<file path="src/rtl/event_pulse_generator_pkg.sv">
`default_nettype none
// ============================================================================
//  Module      : event_pulse_generator_pkg
//  Description : Shared types and constants for the event pulse generator:
//                FSM state encoding and a small compile-time helper.
//  Revision    : 1.0 - initial release
// ============================================================================
package event_pulse_generator_pkg;

  // 2-bit state encoding; the enum below is bound to these values so the
  // encoding stays visible in waveforms and netlists.
  localparam logic [1:0] c_ST_IDLE = 2'd0;
  localparam logic [1:0] c_ST_HIGH = 2'd1;
  localparam logic [1:0] c_ST_GAP  = 2'd2;

  typedef enum logic [1:0] {
    ST_IDLE = c_ST_IDLE,
    ST_HIGH = c_ST_HIGH,
    ST_GAP  = c_ST_GAP
  } state_t;

  // Elaboration-time maximum, used to size the shared phase counter.
  function automatic int max2(input int a, input int b);
    return (a > b) ? a : b;
  endfunction

endpackage
`default_nettype wire

</file>
<file path="src/rtl/sat_updown_counter.sv">
`default_nettype none
// ============================================================================
//  Module      : sat_updown_counter
//  Description : Saturating up/down counter. A simultaneous increment and
//                decrement cancel out. An increment that cannot be absorbed
//                (counter at max, no decrement) is flagged on o_drop.
//                i_clear restarts the count; a clear coinciding with an
//                increment loads 1 so that event is not lost.
//  Ports       : clk, reset (sync, active-high), i_clear, i_inc, i_dec,
//                o_count [WIDTH-1:0], o_drop
//  Revision    : 1.0 - initial release
// ============================================================================
module sat_updown_counter #(
  parameter int WIDTH = 3
) (
  input  logic             clk,
  input  logic             reset,
  input  logic             i_clear,
  input  logic             i_inc,
  input  logic             i_dec,
  output logic [WIDTH-1:0] o_count,
  output logic             o_drop
);

  localparam logic [WIDTH-1:0] c_MAX = '1;
  localparam logic [WIDTH-1:0] c_ONE = WIDTH'(1);

  logic [WIDTH-1:0] r_count;
  logic             w_sat;

  assign w_sat   = (r_count == c_MAX);
  assign o_drop  = i_inc && !i_dec && w_sat;
  assign o_count = r_count;

  always_ff @(posedge clk) begin
    if (reset) begin
      r_count <= '0;
    end else if (i_clear) begin
      r_count <= i_inc ? c_ONE : '0;
    end else if (i_inc && !i_dec && !w_sat) begin
      r_count <= r_count + c_ONE;
    end else if (i_dec && !i_inc && (r_count != '0)) begin
      r_count <= r_count - c_ONE;
    end
  end

endmodule
`default_nettype wire

</file>
<file path="src/rtl/event_pulse_generator.sv">
`default_nettype none
// ============================================================================
//  Module      : event_pulse_generator
//  Description : Turns single-cycle event strobes into clean level pulses of
//                HIGH_CYCLES width separated by at least GAP_CYCLES low.
//                Events arriving during a pulse or gap are queued in a
//                saturating pending counter and replayed back-to-back.
//  Ports       : clk, reset (sync, active-high), event_in, clear_overflow,
//                pulse_out, busy, pending [PEND_W-1:0], overflow,
//                drop_count [7:0] (only with the optional feature)
//  Options     : EVENT_PULSE_GENERATOR_DROP_CNT_EN adds drop_count, a
//                saturating count of dropped events cleared by
//                clear_overflow.
//  Revision    : 1.0 - initial release
// ============================================================================
module event_pulse_generator
  import event_pulse_generator_pkg::*;
#(
  parameter int HIGH_CYCLES = 4,
  parameter int GAP_CYCLES  = 2,
  parameter int PEND_W      = 3
) (
  input  logic              clk,
  input  logic              reset,
  input  logic              event_in,
  input  logic              clear_overflow,
  output logic              pulse_out,
  output logic              busy,
  output logic [PEND_W-1:0] pending,
  output logic              overflow
`ifdef EVENT_PULSE_GENERATOR_DROP_CNT_EN
  ,
  output logic [7:0]        drop_count
`endif
);

  localparam int c_PH_W = $clog2(max2(HIGH_CYCLES, GAP_CYCLES) + 1);
  localparam logic [c_PH_W-1:0] c_HIGH_LAST = c_PH_W'(HIGH_CYCLES - 1);
  localparam logic [c_PH_W-1:0] c_GAP_LAST  = c_PH_W'(GAP_CYCLES - 1);
  localparam logic [c_PH_W-1:0] c_PH_ONE    = c_PH_W'(1);

  state_t              r_state;
  logic [c_PH_W-1:0]   r_phase;
  logic                r_pulse;
  logic                r_overflow;

  logic [PEND_W-1:0]   w_pending;
  logic                w_pend_nz;
  logic                w_gap_end;
  logic                w_inc;
  logic                w_dec;
  logic                w_drop;

  assign w_pend_nz = |w_pending;
  assign w_gap_end = (r_state == ST_GAP) && (r_phase == c_GAP_LAST);

  // A queued event is consumed when a gap ends with work pending. A new
  // event at a gap end with nothing queued is consumed directly by the FSM
  // (GAP -> HIGH), so it never enters the queue.
  assign w_dec = w_gap_end && w_pend_nz;
  assign w_inc = event_in && (r_state != ST_IDLE) && !(w_gap_end && !w_pend_nz);

  sat_updown_counter #(
    .WIDTH (PEND_W)
  ) u_pending (
    .clk     (clk),
    .reset   (reset),
    .i_clear (1'b0),
    .i_inc   (w_inc),
    .i_dec   (w_dec),
    .o_count (w_pending),
    .o_drop  (w_drop)
  );

  always_ff @(posedge clk) begin
    if (reset) begin
      r_state <= ST_IDLE;
      r_phase <= '0;
      r_pulse <= 1'b0;
    end else begin
      case (r_state)
        ST_IDLE: begin
          if (event_in) begin
            r_state <= ST_HIGH;
            r_phase <= '0;
            r_pulse <= 1'b1;
          end
        end
        ST_HIGH: begin
          if (r_phase == c_HIGH_LAST) begin
            r_state <= ST_GAP;
            r_phase <= '0;
            r_pulse <= 1'b0;
          end else begin
            r_phase <= r_phase + c_PH_ONE;
          end
        end
        ST_GAP: begin
          if (r_phase == c_GAP_LAST) begin
            r_phase <= '0;
            if (w_pend_nz || event_in) begin
              r_state <= ST_HIGH;
              r_pulse <= 1'b1;
            end else begin
              r_state <= ST_IDLE;
            end
          end else begin
            r_phase <= r_phase + c_PH_ONE;
          end
        end
        default: begin
          r_state <= ST_IDLE;
          r_phase <= '0;
          r_pulse <= 1'b0;
        end
      endcase
    end
  end

  // Sticky overflow: a drop in the same cycle as a clear keeps the flag set.
  always_ff @(posedge clk) begin
    if (reset) begin
      r_overflow <= 1'b0;
    end else if (w_drop) begin
      r_overflow <= 1'b1;
    end else if (clear_overflow) begin
      r_overflow <= 1'b0;
    end
  end

`ifdef EVENT_PULSE_GENERATOR_DROP_CNT_EN
  logic w_dc_drop;

  sat_updown_counter #(
    .WIDTH (8)
  ) u_drop_count (
    .clk     (clk),
    .reset   (reset),
    .i_clear (clear_overflow),
    .i_inc   (w_drop),
    .i_dec   (1'b0),
    .o_count (drop_count),
    .o_drop  (w_dc_drop)
  );
`endif

  assign pulse_out = r_pulse;
  assign busy      = (r_state != ST_IDLE);
  assign pending   = w_pending;
  assign overflow  = r_overflow;

endmodule
`default_nettype wire
</file>
<file path="config.mk">
export PLATFORM = sky130hd
export DESIGN_NAME = event_pulse_generator
export DESIGN_NICKNAME = d
export VERILOG_FILES = /design/src/rtl/event_pulse_generator_pkg.sv /design/src/rtl/sat_updown_counter.sv /design/src/rtl/event_pulse_generator.sv
export SDC_FILE = /design/constraint.sdc
export NUM_CORES = 1
export LEC_CHECK = 0
export BUFFER_PORTS_ARGS = -buffer_cell sky130_fd_sc_hd__buf_2
export CORE_MARGIN = 2
export CORE_UTILIZATION = 45
export CTS_CLUSTER_SIZE = 40
export DETAILED_ROUTE_END_ITERATION = 16
export PLACE_DENSITY = 0.68
export SYNTH_ARGS = -nofsm -noshare
export SYNTH_HDL_FRONTEND = slang
export SYNTH_HIERARCHICAL = 1
export SYNTH_SLANG_ARGS = --single-unit
</file>
<file path="constraint.sdc">
create_clock -name clk -period 5.6 [get_ports clk]
set_clock_uncertainty 0.1 [all_clocks]
set_input_delay 0.56 -clock clk [delete_from_list [all_inputs] [get_ports clk]]
set_output_delay 0.56 -clock clk [all_outputs]
set_load 0.05 [all_outputs]
</file>
# After elaboration in Yosys (flattened, before gate mapping)
# Index checks and enable logic that the tools add are counted.
# word_totals
out_inout_bits	6
inputBits	4
regBits	10
# op_classes
eq_ne	9
mux	18
addsub	3
n_reduce_logical	24
# op_table
cell	count
$mux W3	5
$logic_and A1 B1 Y1	10
$pmux W3 S3	1
$mux W1	7
$add A3 B1 Y3 const B	2
$mux W2	3
$pmux W2 S3	1
$reduce_bool A2 Y1	3
$logic_not A1 Y1	5
$ne A2 B1 Y1 const B	2
$ne A2 B2 Y1 const B	2
$reduce_and A4 Y1	1
$eq A3 B1 Y1 const B	1
$eq A3 B2 Y1 const B	1
$eq A3 B3 Y1 const B	1
$pmux W1 S3	1
$reduce_and A3 Y1	1
$reduce_bool A3 Y1	1
$reduce_or A3 Y1	1
$sub A3 B1 Y3 const B	1
$eq A2 B1 Y1 const B	1
$eq A2 B2 Y1 const B	1
$logic_not A2 Y1	1
$logic_or A1 B1 Y1	1

# Logic depth before layout (Yosys ltp)
# Gate-level depths: netlist (run 1).
# logic_depth
depth_word	10
mapped_depth	12
depth_no_buf	11

# Cells and area by module
# The synthesis (run 1) kept the hierarchy.
# by_module_without_submodules
module	instances	cells_per_inst	area_each_um2	seq_area_each_um2
event_pulse_generator	1	59	481.7	140.1
sat_updown_counter	1	40	329.1	60.1

# Worst setup path after synthesis (run 1)
# OpenSTA, ideal clock, no wires.
# synth_path
path_kind	register -> register
startpoint	register u_pending.r_count[0], in the netlist u_pending/o_count[0]
endpoint	register u_pending.r_count[1], in the netlist u_pending/o_count[1]
arrival_ns	2.982
synth_period_minus_slack_ns	3.162
setup_slack_ns	2.438
required_time_ns	5.420
setup_ns	0.080
path_stages_with_launch	10
path_buffers	1
path_cell_list	dfxtp_1 -> nor3_1 -> a311oi_1 -> buf_6 -> or2b_1 -> nor2b_1 -> fa_1 -> o21bai_2 -> a221o_1 -> a211oi_2
# synth_via
elab_chain_len	9
word_cells_on_any_way	20
cone_classes	add/sub (2); eq/ne (1); mux (2); reduce/logical (15)
# synth_rtl
element	line	text
from (decl)	sat_updown_counter.sv:28	logic [WIDTH-1:0] r_count;
from (signal assigned)	sat_updown_counter.sv:39	r_count <= i_inc ? c_ONE : '0;
from (signal assigned)	sat_updown_counter.sv:41	r_count <= r_count + c_ONE;
from (signal assigned)	sat_updown_counter.sv:43	r_count <= r_count - c_ONE;
$reduce_or A3 Y1 (*)	event_pulse_generator.sv:54	assign w_pend_nz = |w_pending;
$logic_not A1 Y1 (*)	event_pulse_generator.sv:61	assign w_inc = event_in && (r_state != ST_IDLE) && !(w_gap_end && !w_pend_nz);
$logic_and A1 B1 Y1 (*)	event_pulse_generator.sv:61	
$logic_not A1 Y1 (*)	event_pulse_generator.sv:61	
$logic_and A1 B1 Y1 (*)	event_pulse_generator.sv:61	
via w_inc	event_pulse_generator.sv:50	logic w_inc;
$logic_not A1 Y1	sat_updown_counter.sv:42	end else if (i_dec && !i_inc && (r_count != '0)) begin
$logic_and A1 B1 Y1 (2 in series)	sat_updown_counter.sv:42	
$reduce_bool A2 Y1 (no line)	-	
# The timed path passes the listed nets; every way through them passes the cells marked *. The select of a mux whose other input is x is not followed.
# A chain may end at the register's enable or synchronous reset.

# Worst setup path in the final report (run 1)
# layout_path
startpoint	register r_phase[0]
endpoint	register u_pending.r_count[1], in the netlist u_pending/o_count[1]
# layout_via
word_cells_on_any_way	14
cone_classes	eq/ne (1); mux (1); reduce/logical (12)
# layout_lines
element	line	text
from (decl)	event_pulse_generator.sv:43	logic [c_PH_W-1:0] r_phase;
from (signal assigned)	event_pulse_generator.sv:95	r_phase <= r_phase + c_PH_ONE;
from (signal assigned)	event_pulse_generator.sv:108	r_phase <= r_phase + c_PH_ONE;
$eq A3 B1 Y1 (*)	event_pulse_generator.sv:55	assign w_gap_end = (r_state == ST_GAP) && (r_phase == c_GAP_LAST);
$logic_and A1 B1 Y1 (*)	event_pulse_generator.sv:55	
$logic_and A1 B1 Y1 (*)	event_pulse_generator.sv:60	assign w_dec = w_gap_end && w_pend_nz;
via w_dec	event_pulse_generator.sv:51	logic w_dec;
$logic_not A1 Y1	sat_updown_counter.sv:40	end else if (i_inc && !i_dec && !w_sat) begin
$logic_and A1 B1 Y1 (2 in series)	sat_updown_counter.sv:40	
$mux W3 or $reduce_bool A2 Y1 (tied branches)	-	
# The timed path passes the listed nets; every way through them passes the cells marked *.

==> impl_metrics.yaml, run 1 <==
outcome:
  status: "finished clean"
route:
  ant_nets: 0
  drtIter0Drc: 33
  wl_microns: 1630
  wl_per_cell_microns: 11.7
  avgViaCountPerCell: 5.32
  drc: 0
  routed-via-count: 739
  drt-pass1-iter-count: 4
global_route:
  grt_pass1_vias: 629
  antenna_found_initial: 0
  track_usage: 0.178
  grt_max_degree: 14
  gr-total-overflow: 0
  grt_first_pass_wirelength_microns: 2660
worst_setup_path:
  start_kind: "flop"
  cp_max_fo: 11
  reg2reg_from: "r_phase[0]$_SDFFE_PP0P_"
  reg2reg_depth: 10
  worstSetupPathType: "flop to flop"
  reg2reg_slack_ps: 2660
  worst_r2r_endpoint: "u_pending/o_count[1]$_SDFFE_PP0P_"
  endpoint_kind: "flop"
  cp.arrival_ps: 3050
  cp.required_ps: 5710
pwr:
  p_leak_nw: 0.375
  power.density_nw_per_um2: 311
  vdd_drop_max_v: 0.000186
floorplanning:
  die-width_microns: 46.4
  initial_core_util: 0.475
  dieArea_sq_um: 2160
  rows: 15
  chipHeight_microns: 46.4
  core_sq_um: 1710
  ios: 10
yosys:
  synth_warnings: 6
  synth_top_area_frac: 0.247
  ys_types: 43
  synth_seq_area_share: 0.247
  ys.flop_type: "dfxtp_1"
  synthTopCellsByArea: "dfxtp_1, ha_1, nor2_1, inv_1, a21oi_1"
  yosysTopAreaCell: "dfxtp_1"
  synth-async-reset-ratio: 0
  ys_seq_elements: 10
  synth_commonest_cells: "nor2_1, dfxtp_1, inv_1"
  syn_area_sq_um: 811
  synthMostInstantiatedCell: "nor2_1"
  syn_area_per_cell_sq_um: 8.19
  synth_cells: 99
  synth_edf_count: 0
cts:
  ctsResizeCount: 0
  cts_root_buffer: "clkbuf_4"
  cts_post_setup_buffers_inserted: 0
  htreeDepth: 1
  cts_made_buffers: 3
  clk_latency_ps: 280
  clkSinkCount: 10
  cts_tree: "yes"
  hold_buffers: 0
  clockBufferDepth: 2
  path_clk_slew_ps: 80
cells_and_area:
  area_delta_synth_final_pct: 14.2
  fill_cells: 168
  drive_gt1_frac: 0.202
  nets: 128
  antennaDiodeCount: 0
sta:
  rsz0062_at_grt: "no"
  slew_violations: 0
  setup_violations: 0
  period_minus_slack_ps: 2940
  period_share: 0.526
  fmax_ghz: 0.340
  setup_tns_ps: 0
  holdWs_ps: 385
  worst_pin_slew_ps: 719
  slew_headroom: 0.519
  hold_viol_final: 0
worst_hold_path:
  min_path_cells: 2
  holdPathEnd: "overflow$_SDFFE_PP0P_"
  hold_start: "overflow$_SDFFE_PP0P_"
  min_path_type: "flop to flop"
placement:
  gp_congestion: 0.817
  dp_hpwl_microns: 1220
  port_buffers: 9
job:
  drv_cap: 0
cells in the final DEF, fill, tap and decap left out, drive strengths merged, types with 4 or more instances in the layout:
cell and instances:
ha 8, nand2 6, conb 5, inv 12, dfxtp 10, a211oi 4
nor2 11, a21oi 7, clkbuf 4, buf 10
layout make-up:
class	instances	area, sq um	share of cell area
Clock buffer	4	36.3	0.0392
Tap cell	25	31.3	0.0338
Sequential cell	10	200	0.216
Inverter	12	45.0	0.0486
Multi-Input combinational cell	78	561	0.605
Timing Repair Buffer	10	52.6	0.0568
sequential cells by signal (all words and copies together) (netlist names):
name	cells
r_phase	3
u_pending/o_count	3
r_state	2
overflow	1
pulse_out	1
per-layer routing:
metal  GRT usage  vias up  wire length [microns]
li1            -      375                      -
met1       0.223      335                    750
met2       0.272       25                    775
met3      0.0353        4                     77
met4       0.120        0                     30
met5           0        -                      0
where the power goes:
group | switching [mW] | leakage, nW | internal, mW | total, mW
combinational | 0.0831 | 0.273 | 0.0488 | 0.132
clock | 0.0307 | 0.0210 | 0.0396 | 0.0703
sequential | 0.00667 | 0.0811 | 0.0792 | 0.0859
per-stage QoR:
step	cells	instance area (sq um)	util	setup WS (ps)	power, mW
floorplan	103	826	-	2440	0.195
CTS	139	926	0.542	2670	0.290
detailed placement	135	890	0.521	2680	0.219
global placement	135	890	0.521	2780	0.217
global route	139	926	0.542	2470	0.306
finish	139	926	0.542	2660	0.288
worst max-delay path by stage:
stage / start / endpoint / cells after the start
floorplan: u_pending/o_count[0]$_SDFFE_PP0P_ / u_pending/o_count[1]$_SDFFE_PP0P_ / 9
global placement: r_phase[1]$_SDFFE_PP0P_ / u_pending/o_count[1]$_SDFFE_PP0P_ / 11
detailed placement: r_phase[0]$_SDFFE_PP0P_ / u_pending/o_count[1]$_SDFFE_PP0P_ / 10
CTS: r_phase[0]$_SDFFE_PP0P_ / u_pending/o_count[1]$_SDFFE_PP0P_ / 10
global route: r_phase[0]$_SDFFE_PP0P_ / u_pending/o_count[1]$_SDFFE_PP0P_ / 10
finish: r_phase[0]$_SDFFE_PP0P_ / u_pending/o_count[1]$_SDFFE_PP0P_ / 10
critical path, stage by stage, from the launching register on:
cell and delay, ps:
dfxtp_1 380, ha_1 170, nor2b_4 190, nand2_1 70, nor2_1 550, or2b_1 210
nor2b_1 60, fa_1 490, o21bai_2 210, a221o_1 320, a211oi_2 130
cells by family (layout without fill, tap and decap cells):
family / count (synthesis) / count (layout) / share of synthesized area
muxes: 1 / 1 / 0.0123
other: 1 / 5 / 0.00463
AOI/OAI and AO/OA: 24 / 24 / 0.221
buffers and inverters: 15 / 26 / 0.0802
adders and majority gates: 9 / 9 / 0.148
and+or+nand+nor: 39 / 39 / 0.287
DFF: 10 / 10 / 0.247
Note: power is estimated with default switching activity, not from simulation.
==> inputs of run 2 (changes only) <==
--- a/config.mk
+++ b/config.mk
@@ -10,7 +10,7 @@
 export CORE_UTILIZATION = 45
 export CTS_CLUSTER_SIZE = 40
 export DETAILED_ROUTE_END_ITERATION = 16
-export PLACE_DENSITY = 0.68
+export PLACE_DENSITY = 0.71
 export SYNTH_ARGS = -nofsm -noshare
 export SYNTH_HDL_FRONTEND = slang
 export SYNTH_HIERARCHICAL = 1
==> constraint.sdc (replaced) <==
create_clock -name clk -period 2.62 [get_ports clk]
set_clock_uncertainty 0.1 [all_clocks]
set_input_delay 0.262 -clock clk [delete_from_list [all_inputs] [get_ports clk]]
set_output_delay 0.262 -clock clk [all_outputs]
set_load 0.05 [all_outputs]
==> impl_metrics.yaml, run 2 (synthesis gave the netlist of run 1 again) <==
worst_hold_path:
  min_path_cells: 4
  hold_start: "clear_overflow"
  min_path_type: "input port to flop"
  holdPathEnd: "overflow$_SDFFE_PP0P_"
global_route:
  antenna_found_initial: 0
  grt_first_pass_wirelength_microns: 2770
  track_usage: 0.190
  grt_max_degree: 13
  gr-total-overflow: 0
  grt_pass1_vias: 668
cts:
  cts_root_buffer: "clkbuf_4"
  cts_tree: "yes"
  clkSinkCount: 10
  clockBufferDepth: 2
  cts_made_buffers: 3
  clk_latency_ps: 270
  htreeDepth: 1
  path_clk_slew_ps: 70
pwr:
  p_leak_nw: 0.421
  power.density_nw_per_um2: 607
  vdd_drop_max_v: 0.000534
floorplanning:
  rows: 15
  initial_core_util: 0.475
  chipHeight_microns: 46.4
  dieArea_sq_um: 2160
  ios: 10
  die-width_microns: 46.4
  core_sq_um: 1710
worst_setup_path:
  crit_slowest_cell: "fa_1"
  endpoint_kind: "flop"
  cp.required_ps: 2710
  start_kind: "flop"
  reg2reg_depth: 10
  max_stage_delay_ps: 440
  path_delay_family: "compound AO/OA/AOI/OAI gates"
  path_cells: "inv_1 > ha_1 > nor2b_4 > a311oi_2 > or2b_1 > nor2b_2 > fa_1 > o21bai_4 > a221o_1 > a211oi_2"
  reg2reg_from: "r_phase[1]$_SDFFE_PP0P_"
  path_buf_inv: 1
  cp.depth: 10
  cp.arrival_ps: 2600
  worst_r2r_endpoint: "u_pending/o_count[1]$_SDFFE_PP0P_"
  worstSetupPathType: "flop to flop"
  reg2reg_slack_ps: 120
  cp_max_fo: 3
cells_and_area:
  nets: 137
  design_area_sq_um: 1020
  layout_common_cells: "nor2_1, buf_4, inv_1, buf_2, a21oi_1"
  final_common_cell: "nor2_1"
  drive_gt1_frac: 0.341
  final_util: 0.597
  antennaDiodeCount: 0
  fin_cells: 148
  area_delta_synth_final_pct: 25.8
route:
  ant_nets: 0
  drc: 0
  wl_microns: 1720
  drtIter0Drc: 13
  drt-pass1-iter-count: 4
  routed-via-count: 758
  wl_per_cell_microns: 11.6
  avgViaCountPerCell: 5.12
sta:
  setup_tns_ps: 0
  hold_viol_final: 0
  setup_violations: 0
  holdWs_ps: 195
  fmax_ghz: 0.400
  slew_violations: 0
  period_minus_slack_ps: 2500
  period_share: 0.955
  rsz0062_at_grt: "no"
placement:
  port_buffers: 9
  placed_area_sq_um: 983
  dp_hpwl_microns: 1340
  placedCellCount: 143
  gp_congestion: 0.866
outcome:
  status: "finished clean"
job:
  drv_cap: 0
run 2: cell types whose count changed in the layout (fill, tap and decap cells not counted), moves of 2 or more:
cell and delta:
buf_4 +9, dfxtp_1 -6, dfxtp_2 +3, dfxtp_4 +3, ha_1 -2, ha_2 +2
run 2: area by class of cell:
| cell class | instances | area, sq um |
|---|---|---|
| clock buffer | 4 | 26.3 |
| sequential | 10 | 215 |
| tap | 25 | 31.3 |
| multi-input combinational | 78 | 582 |
| fill | 158 | 688 |
| timing repair buffer | 19 | 120 |
| inverter | 12 | 45.0 |
run 2: through the flow:
| stage | setup slack (ps) | total power, mW |
|---|---|---|
| floorplan | -113 | 0.432 |
| global placement | 104 | 0.496 |
| detailed placement | 47.4 | 0.500 |
| CTS | 37.1 | 0.618 |
| global route | 11.1 | 0.665 |
| finish | 117 | 0.619 |
run 2: power breakdown:
| part | total (mW) | switching [mW] | leakage [nW] | internal, mW |
|---|---|---|---|---|
| registers | 0.183 | 0.0140 | 0.0849 | 0.169 |
| logic | 0.323 | 0.190 | 0.322 | 0.133 |
| clock network | 0.113 | 0.0546 | 0.0150 | 0.0589 |
| total | 0.619 | 0.259 | 0.421 | 0.360 |
run 2: what timing repair did:
item	in CTS	in global routing
buffers inserted	0	1
gates resized for setup	0	1
hold buffers	0	0
endpoints found under the hold margin	0	0
setup endpoints to repair	0	1
run 2: worst max path at each step:
stage,startpoint,to,slack (ps)
CTS,r_state[0]$_SDFFE_PP0P_,u_pending/o_count[1]$_SDFFE_PP0P_,40
detailed placement,r_phase[1]$_SDFFE_PP0P_,u_pending/o_count[1]$_SDFFE_PP0P_,50
finish,r_phase[1]$_SDFFE_PP0P_,u_pending/o_count[1]$_SDFFE_PP0P_,120
floorplan,r_phase[1]$_SDFFE_PP0P_,u_pending/o_count[1]$_SDFFE_PP0P_,-110
global placement,r_phase[1]$_SDFFE_PP0P_,u_pending/o_count[1]$_SDFFE_PP0P_,100
global route,r_phase[1]$_SDFFE_PP0P_,u_pending/o_count[1]$_SDFFE_PP0P_,10
run 2: tightest hold or removal path, cell delays in order:
cell and delay, ps:
buf_2 90, inv_1 40, a21oi_1 60, nor2_1 70
run 2: routing by layer:
metal / up-vias / GRT usage / wire, microns
li1: 393 / - / -
met1: 352 / 0.198 / 737
met2: 9 / 0.325 / 886
met3: 4 / 0.0824 / 62
met4: 0 / 0.0857 / 37
met5: - / 0 / 0
